<file path="src/rtl/ps2_key_ctrl_pkg.sv">
// Shared definitions for the PS/2 key sequencer: prefix bytes, FSM states,
// the assembled key event and a BCD conversion helper.
package ps2_pkg;

   localparam logic [7:0] PS2_EXT = 8'hE0;
   localparam logic [7:0] PS2_BRK = 8'hF0;

   typedef enum logic [1:0] {
      S_IDLE = 2'd0,
      S_POP  = 2'd1,
      S_GAP  = 2'd2,
      S_EMIT = 2'd3
   } state_e;

   typedef struct packed {
      logic [7:0] code;
      logic       ext;
      logic       brk;
   } key_evt_t;

   function automatic logic [7:0] to_bcd(input int unsigned val);
      logic [3:0] tens;
      logic [3:0] ones;
      tens = 4'(val / 32'd10);
      ones = 4'(val % 32'd10);
      return {tens, ones};
   endfunction

endpackage

</file>
<file path="src/rtl/ps2_key_ctrl_if.sv">
// Receiver-FIFO pop handshake and key-event valid/ready channel.
interface ps2_key_ctrl_if;
   logic [7:0] rx_data;
   logic       rx_ready;
   logic       rx_overflow;
   logic       rx_next_n;
   logic       evt_valid;
   logic       evt_ready;
   logic [7:0] evt_code;
   logic       evt_ext;
   logic       evt_break;

   modport master (
      input  rx_data, rx_ready, rx_overflow, evt_ready,
      output rx_next_n, evt_valid, evt_code, evt_ext, evt_break
   );

   modport slave (
      output rx_data, rx_ready, rx_overflow, evt_ready,
      input  rx_next_n, evt_valid, evt_code, evt_ext, evt_break
   );
endinterface

</file>
<file path="src/rtl/ps2_key_ctrl_bcd_sat_cnt.sv">
// Two-digit BCD up-counter that stops at MAX (given in decimal, at most 99).
module bcd_sat_cnt
   import ps2_pkg::*;
#(
   parameter int unsigned MAX = 32'd99
) (
   input  logic       clk,
   input  logic       rstn,
   input  logic       inc,
   input  logic       clr,
   output logic [7:0] cnt
);

   localparam logic [7:0] MAX_BCD = to_bcd(MAX);

   logic [7:0] cnt_r;

   // BCD increment with ones-to-tens carry, holding at the saturation value
   always_ff @(posedge clk) begin
      if (!rstn) begin
         cnt_r <= 8'h00;
      end else if (clr) begin
         cnt_r <= 8'h00;
      end else if (inc && (cnt_r != MAX_BCD)) begin
         if (cnt_r[3:0] == 4'd9) begin
            cnt_r <= {cnt_r[7:4] + 4'd1, 4'd0};
         end else begin
            cnt_r <= {cnt_r[7:4], cnt_r[3:0] + 4'd1};
         end
      end
   end

   assign cnt = cnt_r;

endmodule

</file>
<file path="src/rtl/ps2_key_ctrl.sv">
// Pops scancode bytes from the PS/2 receiver FIFO, folds E0/F0 prefixes into
// single key events, filters typematic repeats and tracks held key and press count.
module ps2_key_ctrl
   import ps2_pkg::*;
#(
   parameter bit          FILTER_REPEAT = 1'b1,
   parameter int unsigned CNT_MAX       = 32'd99
) (
   input  logic                  clk,
   input  logic                  rstn,
   ps2_key_ctrl_if.master        bus,
   output logic                  held,
   output logic [7:0]            held_code,
   output logic [7:0]            press_bcd,
   output logic                  ovf_flag,
   input  logic                  ovf_clr
);

   state_e     state_r;
   logic [7:0] byte_r;
   logic       ext_r;
   logic       brk_r;
   logic       drop_r;
   logic       rx_next_n_r;
   logic       evt_valid_r;
   key_evt_t   evt_r;
   logic       held_r;
   logic [7:0] held_code_r;
   logic       held_ext_r;
   logic       ovf_r;

   key_evt_t   cand_s;
   logic       is_prefix_s;
   logic       same_key_s;
   logic       repeat_s;
   logic       release_s;
   logic       inc_s;

   // Decode of the byte sitting in byte_r against prefix flags and the held key
   always_comb begin
      cand_s.code = byte_r;
      cand_s.ext  = ext_r;
      cand_s.brk  = brk_r;
      is_prefix_s = (byte_r == PS2_EXT) || (byte_r == PS2_BRK);
      same_key_s  = held_r && (byte_r == held_code_r) && (ext_r == held_ext_r);
      repeat_s    = same_key_s && !brk_r;
      release_s   = same_key_s && brk_r;
      if ((state_r == S_GAP) && !bus.rx_overflow && !drop_r && !is_prefix_s &&
          !brk_r && !(FILTER_REPEAT && repeat_s)) begin
         inc_s = 1'b1;
      end else begin
         inc_s = 1'b0;
      end
   end

   // Sequencer FSM with registered pop strobe, event and held-key outputs
   always_ff @(posedge clk) begin
      if (!rstn) begin
         state_r     <= S_IDLE;
         byte_r      <= 8'h00;
         ext_r       <= 1'b0;
         brk_r       <= 1'b0;
         drop_r      <= 1'b0;
         rx_next_n_r <= 1'b1;
         evt_valid_r <= 1'b0;
         evt_r       <= '0;
         held_r      <= 1'b0;
         held_code_r <= 8'h00;
         held_ext_r  <= 1'b0;
         ovf_r       <= 1'b0;
      end else begin
         if (bus.rx_overflow) begin
            ovf_r <= 1'b1;
         end else if (ovf_clr) begin
            ovf_r <= 1'b0;
         end

         case (state_r)
            S_IDLE: begin
               rx_next_n_r <= 1'b1;
               if (!bus.rx_overflow && bus.rx_ready) begin
                  byte_r      <= bus.rx_data;
                  drop_r      <= 1'b0;
                  rx_next_n_r <= 1'b0;
                  state_r     <= S_POP;
               end
            end
            S_POP: begin
               rx_next_n_r <= 1'b1;
               state_r     <= S_GAP;
               // the pop must still finish; the byte is discarded in S_GAP
               if (bus.rx_overflow) begin
                  drop_r <= 1'b1;
               end
            end
            S_GAP: begin
               rx_next_n_r <= 1'b1;
               if (bus.rx_overflow || drop_r) begin
                  ext_r   <= 1'b0;
                  brk_r   <= 1'b0;
                  drop_r  <= 1'b0;
                  state_r <= S_IDLE;
               end else if (byte_r == PS2_EXT) begin
                  ext_r   <= 1'b1;
                  state_r <= S_IDLE;
               end else if (byte_r == PS2_BRK) begin
                  brk_r   <= 1'b1;
                  state_r <= S_IDLE;
               end else if (FILTER_REPEAT && repeat_s) begin
                  ext_r   <= 1'b0;
                  brk_r   <= 1'b0;
                  state_r <= S_IDLE;
               end else begin
                  if (!brk_r) begin
                     held_r      <= 1'b1;
                     held_code_r <= byte_r;
                     held_ext_r  <= ext_r;
                  end else if (release_s) begin
                     held_r      <= 1'b0;
                     held_code_r <= 8'h00;
                     held_ext_r  <= 1'b0;
                  end
                  evt_r       <= cand_s;
                  evt_valid_r <= 1'b1;
                  state_r     <= S_EMIT;
               end
            end
            S_EMIT: begin
               rx_next_n_r <= 1'b1;
               if (evt_valid_r && bus.evt_ready) begin
                  evt_valid_r <= 1'b0;
                  ext_r       <= 1'b0;
                  brk_r       <= 1'b0;
                  state_r     <= S_IDLE;
               end
            end
            default: begin
               rx_next_n_r <= 1'b1;
               evt_valid_r <= 1'b0;
               state_r     <= S_IDLE;
            end
         endcase

         // overflow invalidates any partial prefix and the held-key tracking
         if (bus.rx_overflow) begin
            ext_r       <= 1'b0;
            brk_r       <= 1'b0;
            held_r      <= 1'b0;
            held_code_r <= 8'h00;
            held_ext_r  <= 1'b0;
         end
      end
   end

   bcd_sat_cnt #(
      .MAX (CNT_MAX)
   ) u_press_cnt (
      .clk  (clk),
      .rstn (rstn),
      .inc  (inc_s),
      .clr  (1'b0),
      .cnt  (press_bcd)
   );

   assign bus.rx_next_n = rx_next_n_r;
   assign bus.evt_valid = evt_valid_r;
   assign bus.evt_code  = evt_r.code;
   assign bus.evt_ext   = evt_r.ext;
   assign bus.evt_break = evt_r.brk;
   assign held          = held_r;
   assign held_code     = held_code_r;
   assign ovf_flag      = ovf_r;

endmodule

</file>
<file path="src/flat_wrapper.sv">
// flat-port wrapper written by rule: the top's interface ports become plain ports
module ps2_key_ctrl_flat import ps2_pkg::*;
#(
   parameter bit          FILTER_REPEAT = 1'b1,
   parameter int unsigned CNT_MAX       = 32'd99
)
  (clk, rstn, held, held_code, press_bcd, ovf_flag, ovf_clr, bus_rx_data, bus_rx_ready, bus_rx_overflow, bus_evt_ready, bus_rx_next_n, bus_evt_valid, bus_evt_code, bus_evt_ext, bus_evt_break);
  ps2_key_ctrl_if bus_i ();
  input  logic clk;
  input  logic rstn;
  output logic held;
  output logic [7:0] held_code;
  output logic [7:0] press_bcd;
  output logic ovf_flag;
  input  logic ovf_clr;
  input wire logic [$bits(bus_i.rx_data)-1:0] bus_rx_data;
  input wire logic [$bits(bus_i.rx_ready)-1:0] bus_rx_ready;
  input wire logic [$bits(bus_i.rx_overflow)-1:0] bus_rx_overflow;
  input wire logic [$bits(bus_i.evt_ready)-1:0] bus_evt_ready;
  output wire logic [$bits(bus_i.rx_next_n)-1:0] bus_rx_next_n;
  output wire logic [$bits(bus_i.evt_valid)-1:0] bus_evt_valid;
  output wire logic [$bits(bus_i.evt_code)-1:0] bus_evt_code;
  output wire logic [$bits(bus_i.evt_ext)-1:0] bus_evt_ext;
  output wire logic [$bits(bus_i.evt_break)-1:0] bus_evt_break;
  assign bus_i.rx_data = bus_rx_data;
  assign bus_i.rx_ready = bus_rx_ready;
  assign bus_i.rx_overflow = bus_rx_overflow;
  assign bus_i.evt_ready = bus_evt_ready;
  assign bus_rx_next_n = bus_i.rx_next_n;
  assign bus_evt_valid = bus_i.evt_valid;
  assign bus_evt_code = bus_i.evt_code;
  assign bus_evt_ext = bus_i.evt_ext;
  assign bus_evt_break = bus_i.evt_break;
  ps2_key_ctrl #(.FILTER_REPEAT(FILTER_REPEAT), .CNT_MAX(CNT_MAX)) u_core (.clk(clk), .rstn(rstn), .bus(bus_i), .held(held), .held_code(held_code), .press_bcd(press_bcd), .ovf_flag(ovf_flag), .ovf_clr(ovf_clr));
endmodule
</file>
<file path="config.mk">
export PLATFORM = sky130hd
export DESIGN_NAME = ps2_key_ctrl_flat
export DESIGN_NICKNAME = d
export VERILOG_FILES = /design/src/rtl/ps2_key_ctrl_pkg.sv /design/src/rtl/ps2_key_ctrl_if.sv /design/src/rtl/ps2_key_ctrl_bcd_sat_cnt.sv /design/src/rtl/ps2_key_ctrl.sv /design/src/flat_wrapper.sv
export SDC_FILE = /design/constraint.sdc
export NUM_CORES = 1
export LEC_CHECK = 0
export ABC_AREA = 1
export ABC_CLOCK_PERIOD_IN_PS = 2000
export CAP_MARGIN = 5
export CORE_MARGIN = 2
export CORE_UTILIZATION = 30
export CTS_CLUSTER_DIAMETER = 60
export DETAILED_ROUTE_END_ITERATION = 6
export PLACE_DENSITY = 0.62
export SYNTH_ARGS = -nofsm -noshare
export SYNTH_HDL_FRONTEND = slang
export SYNTH_HIERARCHICAL = 1
export SYNTH_SLANG_ARGS = --single-unit
</file>
<file path="constraint.sdc">
create_clock -name clk -period 2 [get_ports clk]
set_input_delay 0.4 -clock clk [delete_from_list [all_inputs] [get_ports clk]]
set_output_delay 0.4 -clock clk [all_outputs]
set_load 0.02 [all_outputs]
</file>
==> qor.yml <==
cts:
  path_clk_slew_ns: 0.09
  clkLatencyLatePin_ns: 0.30
  numCtsBuffers: 5
  cts_hold_buf: 0
  cts_tree: "yes"
  clock_path_buffers: 2
  cts_root_buf: "clkbuf_8"
  h-tree-depth: 2
  post_cts_resize_count: 0
  cts_sinks: 44
  post-cts-setup-buffers: 0
hold_path:
  min_path_type: "register to register"
yosys:
  syn_area_um2: 2120
  synth-warning-count: 6
  synthTopCellsByCount: "nand2_1, dfxtp_1, inv_1"
  synthFlopType: "dfxtp_1"
  synth_edf_count: 0
  avgSynthCellArea_um2: 6.94
  synth_top_area_share_pct: 41.5
  synth_fp_nets: 322
  yosys-top-cells-area: "dfxtp_1, nand2_1, a21oi_1"
  syn_inst: 306
  post-synth-top-count-cell: "nand2_1"
  synth.distinct_cells: 32
  synth_seq_cells: 44
  ys_seq_area_share_pct: 41.5
  async_reset_ff_share_pct: 0
  yosys.area.top_type: "dfxtp_1"
critical_path:
  r2r_slack_ns: 0.28
  crit_chain: "clkdlybuf4s50_1"
  critPathMaxStageDelay_ns: 0.64
  critPathArrivalTime_ns: 1.39
  timing.setup.critical_path_class: "register to output pin"
  cp-start-kind: "register"
  cp_max_fo: 6
  crit_buf_inv: 1
  critPathRequiredTime_ns: 1.60
  cp_top_family: "buffers and inverters"
  worst_setup_path_end_kind: "output pin"
  slowest_stage: "clkdlybuf4s50_1"
timing:
  finClkSkew_ns: 0.00511
  fin_crit_sh_pct: 89.3
  drv_slew: 0
  rsz0062_at_grt: "false"
  min_period_ns: 1.79
  fmax_ghz: 0.560
  finalHoldViolCount: 0
  finalSetupViolations: 0
detailed_routing:
  final_antenna_net_count: 0
  num_vias: 2039
  vias_per_cell: 4.48
  drc_errors: 0
  routed_wl_um: 5190
  routedWlPerCell_um: 11.4
  drt_iter0_markers: 63
  drt_first_pass_iters: 4
cells_and_area:
  fin_cells: 455
  num-fill-cells: 733
  postLayoutCoreUtil_pct: 41.1
  antenna_cells: 0
  fin_nets: 374
  area_growth_pct: 32.3
  drive_gt1_share_pct: 12.3
floorplan:
  die_y_um: 88.2
  start_util_pct: 31.1
  fp.dieW_um: 88.2
  row_count: 30
  fp.coreArea_um2: 6830
  io_pins: 44
  die-area_um2: 7770
global_route:
  grt_pass1_vias: 1872
  grt_pass1_wl_um: 8670
  grt_use_total_pct: 14.5
  grt_max_degree: 15
  grt_remaining_overflow: 0
  antenna_found_initial: 0
pwr:
  vdd_drop_max_v: 0.000372
  p_per_area_nw_per_um2: 647
  p_comb_share_pct: 11.1
  p_clk_share_pct: 38.0
  switchingPower_uw: 466
  p_leak_nw: 1.06
  swShare_pct: 25.6
  power.sequential.fraction_pct: 50.8
  intPower_mw: 1.35
placed_design:
  port_buffers: 43
  place.gp.congestion: 0.799
  place_hpwl_um: 3860
  placedCellCount: 447
outcome:
  outcome: "complete, no violations"
flow_run:
  cap_violations: 0
==> final timing paths <==
kind                                                start                         to  cells past startpoint
worst max register to register           u_core/byte_r[0]  u_core/u_press_cnt/cnt[3]                     12
worst min-delay path               u_core/bus.evt_code[3]     u_core/bus.evt_code[3]                      2
worst max-delay path            u_core/u_press_cnt/cnt[0]               press_bcd[0]                      1
worst min register to register     u_core/bus.evt_code[3]     u_core/bus.evt_code[3]                      2
==> power by group through the flow <==
stage          registers [mW]  logic [mW]  clock network [mW]
2_1_floorplan           0.946       0.120                   0
3_3_place_gp            0.946       0.200                   0
3_5_place_dp            0.946       0.202                   0
4_1_cts                 0.925       0.203               0.713
5_1_grt                 0.931       0.229               0.758
6_report                0.925       0.203               0.692
==> registers in the layout (all words and copies together) (netlist names) <==
register                count
u_core/brk_r                1
u_core/bus.evt_break        1
u_core/bus.evt_code         8
u_core/bus.evt_ext          1
u_core/bus.evt_valid        1
u_core/bus.rx_next_n        1
u_core/byte_r               8
u_core/drop_r               1
u_core/ext_r                1
u_core/held                 1
u_core/held_code            8
u_core/held_ext_r           1
u_core/ovf_flag             1
u_core/state_r              2
u_core/u_press_cnt/cnt      8
==> stage by stage <==
stage               worst slack (ns)  power [mW]  TNS, ns  hold WS, ns  instance area [um2]
floorplan                      0.337        1.07        0        0.450                 2120
global placement             -0.0224        1.15  -0.0330        0.456                 2690
detailed placement            -0.106        1.15   -0.628        0.459                 2690
CTS                            0.203        1.84        0        0.473                 2810
global route                  0.0224        1.92        0        0.489                 2810
finish                         0.213        1.82        0        0.473                 2810
==> final cells by class <==
class | count | area, um2 | share of cell area (%)
well taps | 96 | 120 | 4.27
clock inverters | 3 | 42.5 | 1.51
inverters | 44 | 166 | 5.92
flip-flops and latches | 44 | 881 | 31.3
clock buffers | 5 | 68.8 | 2.45
repair buffers | 51 | 490 | 17.5
multi-input cells | 212 | 1040 | 37.0
==> cell usage in the layout (no fill, tap or decap), types with 3 or more instances in the layout <==
cell	count
inv_2	6
nand4_1	3
buf_4	8
clkdlybuf4s50_1	43
nand3_1	22
a21oi_2	5
dfxtp_1	44
nand3_2	3
nand2_1	84
inv_1	36
a21oi_1	35
clkbuf_8	5
nor2_1	22
nor2_2	6
o21ai_0	14
==> cells by family (layout without fill, tap and decap cells) <==
group / Yosys count / count (layout) / synth area share [%]
buf+inv: 50 / 103 / 9.78
xor+xnor: 2 / 2 / 0.825
simple gates: 150 / 150 / 31.9
other cells: 1 / 1 / 0.177
fa+ha+maj: 2 / 2 / 1.18
compound gates: 57 / 57 / 14.7
flops: 44 / 44 / 41.5
==> tightest hold or removal path, cell delays in order, from the launching register on <==
cell and delay [ns]:
dfxtp_1 0.32, nand2_1 0.06, a21oi_1 0.05
==> routing by layer <==
layer / vias to the layer above / global-route usage, % / share of wire [%]
li1: 1077 / - / -
met5: - / 0 / 0
met3: 5 / 4.62 / 4.4
met1: 918 / 19.5 / 49
met4: 0 / 3.86 / 1.1
met2: 39 / 22.5 / 45
(Power assumes the default switching activity.)
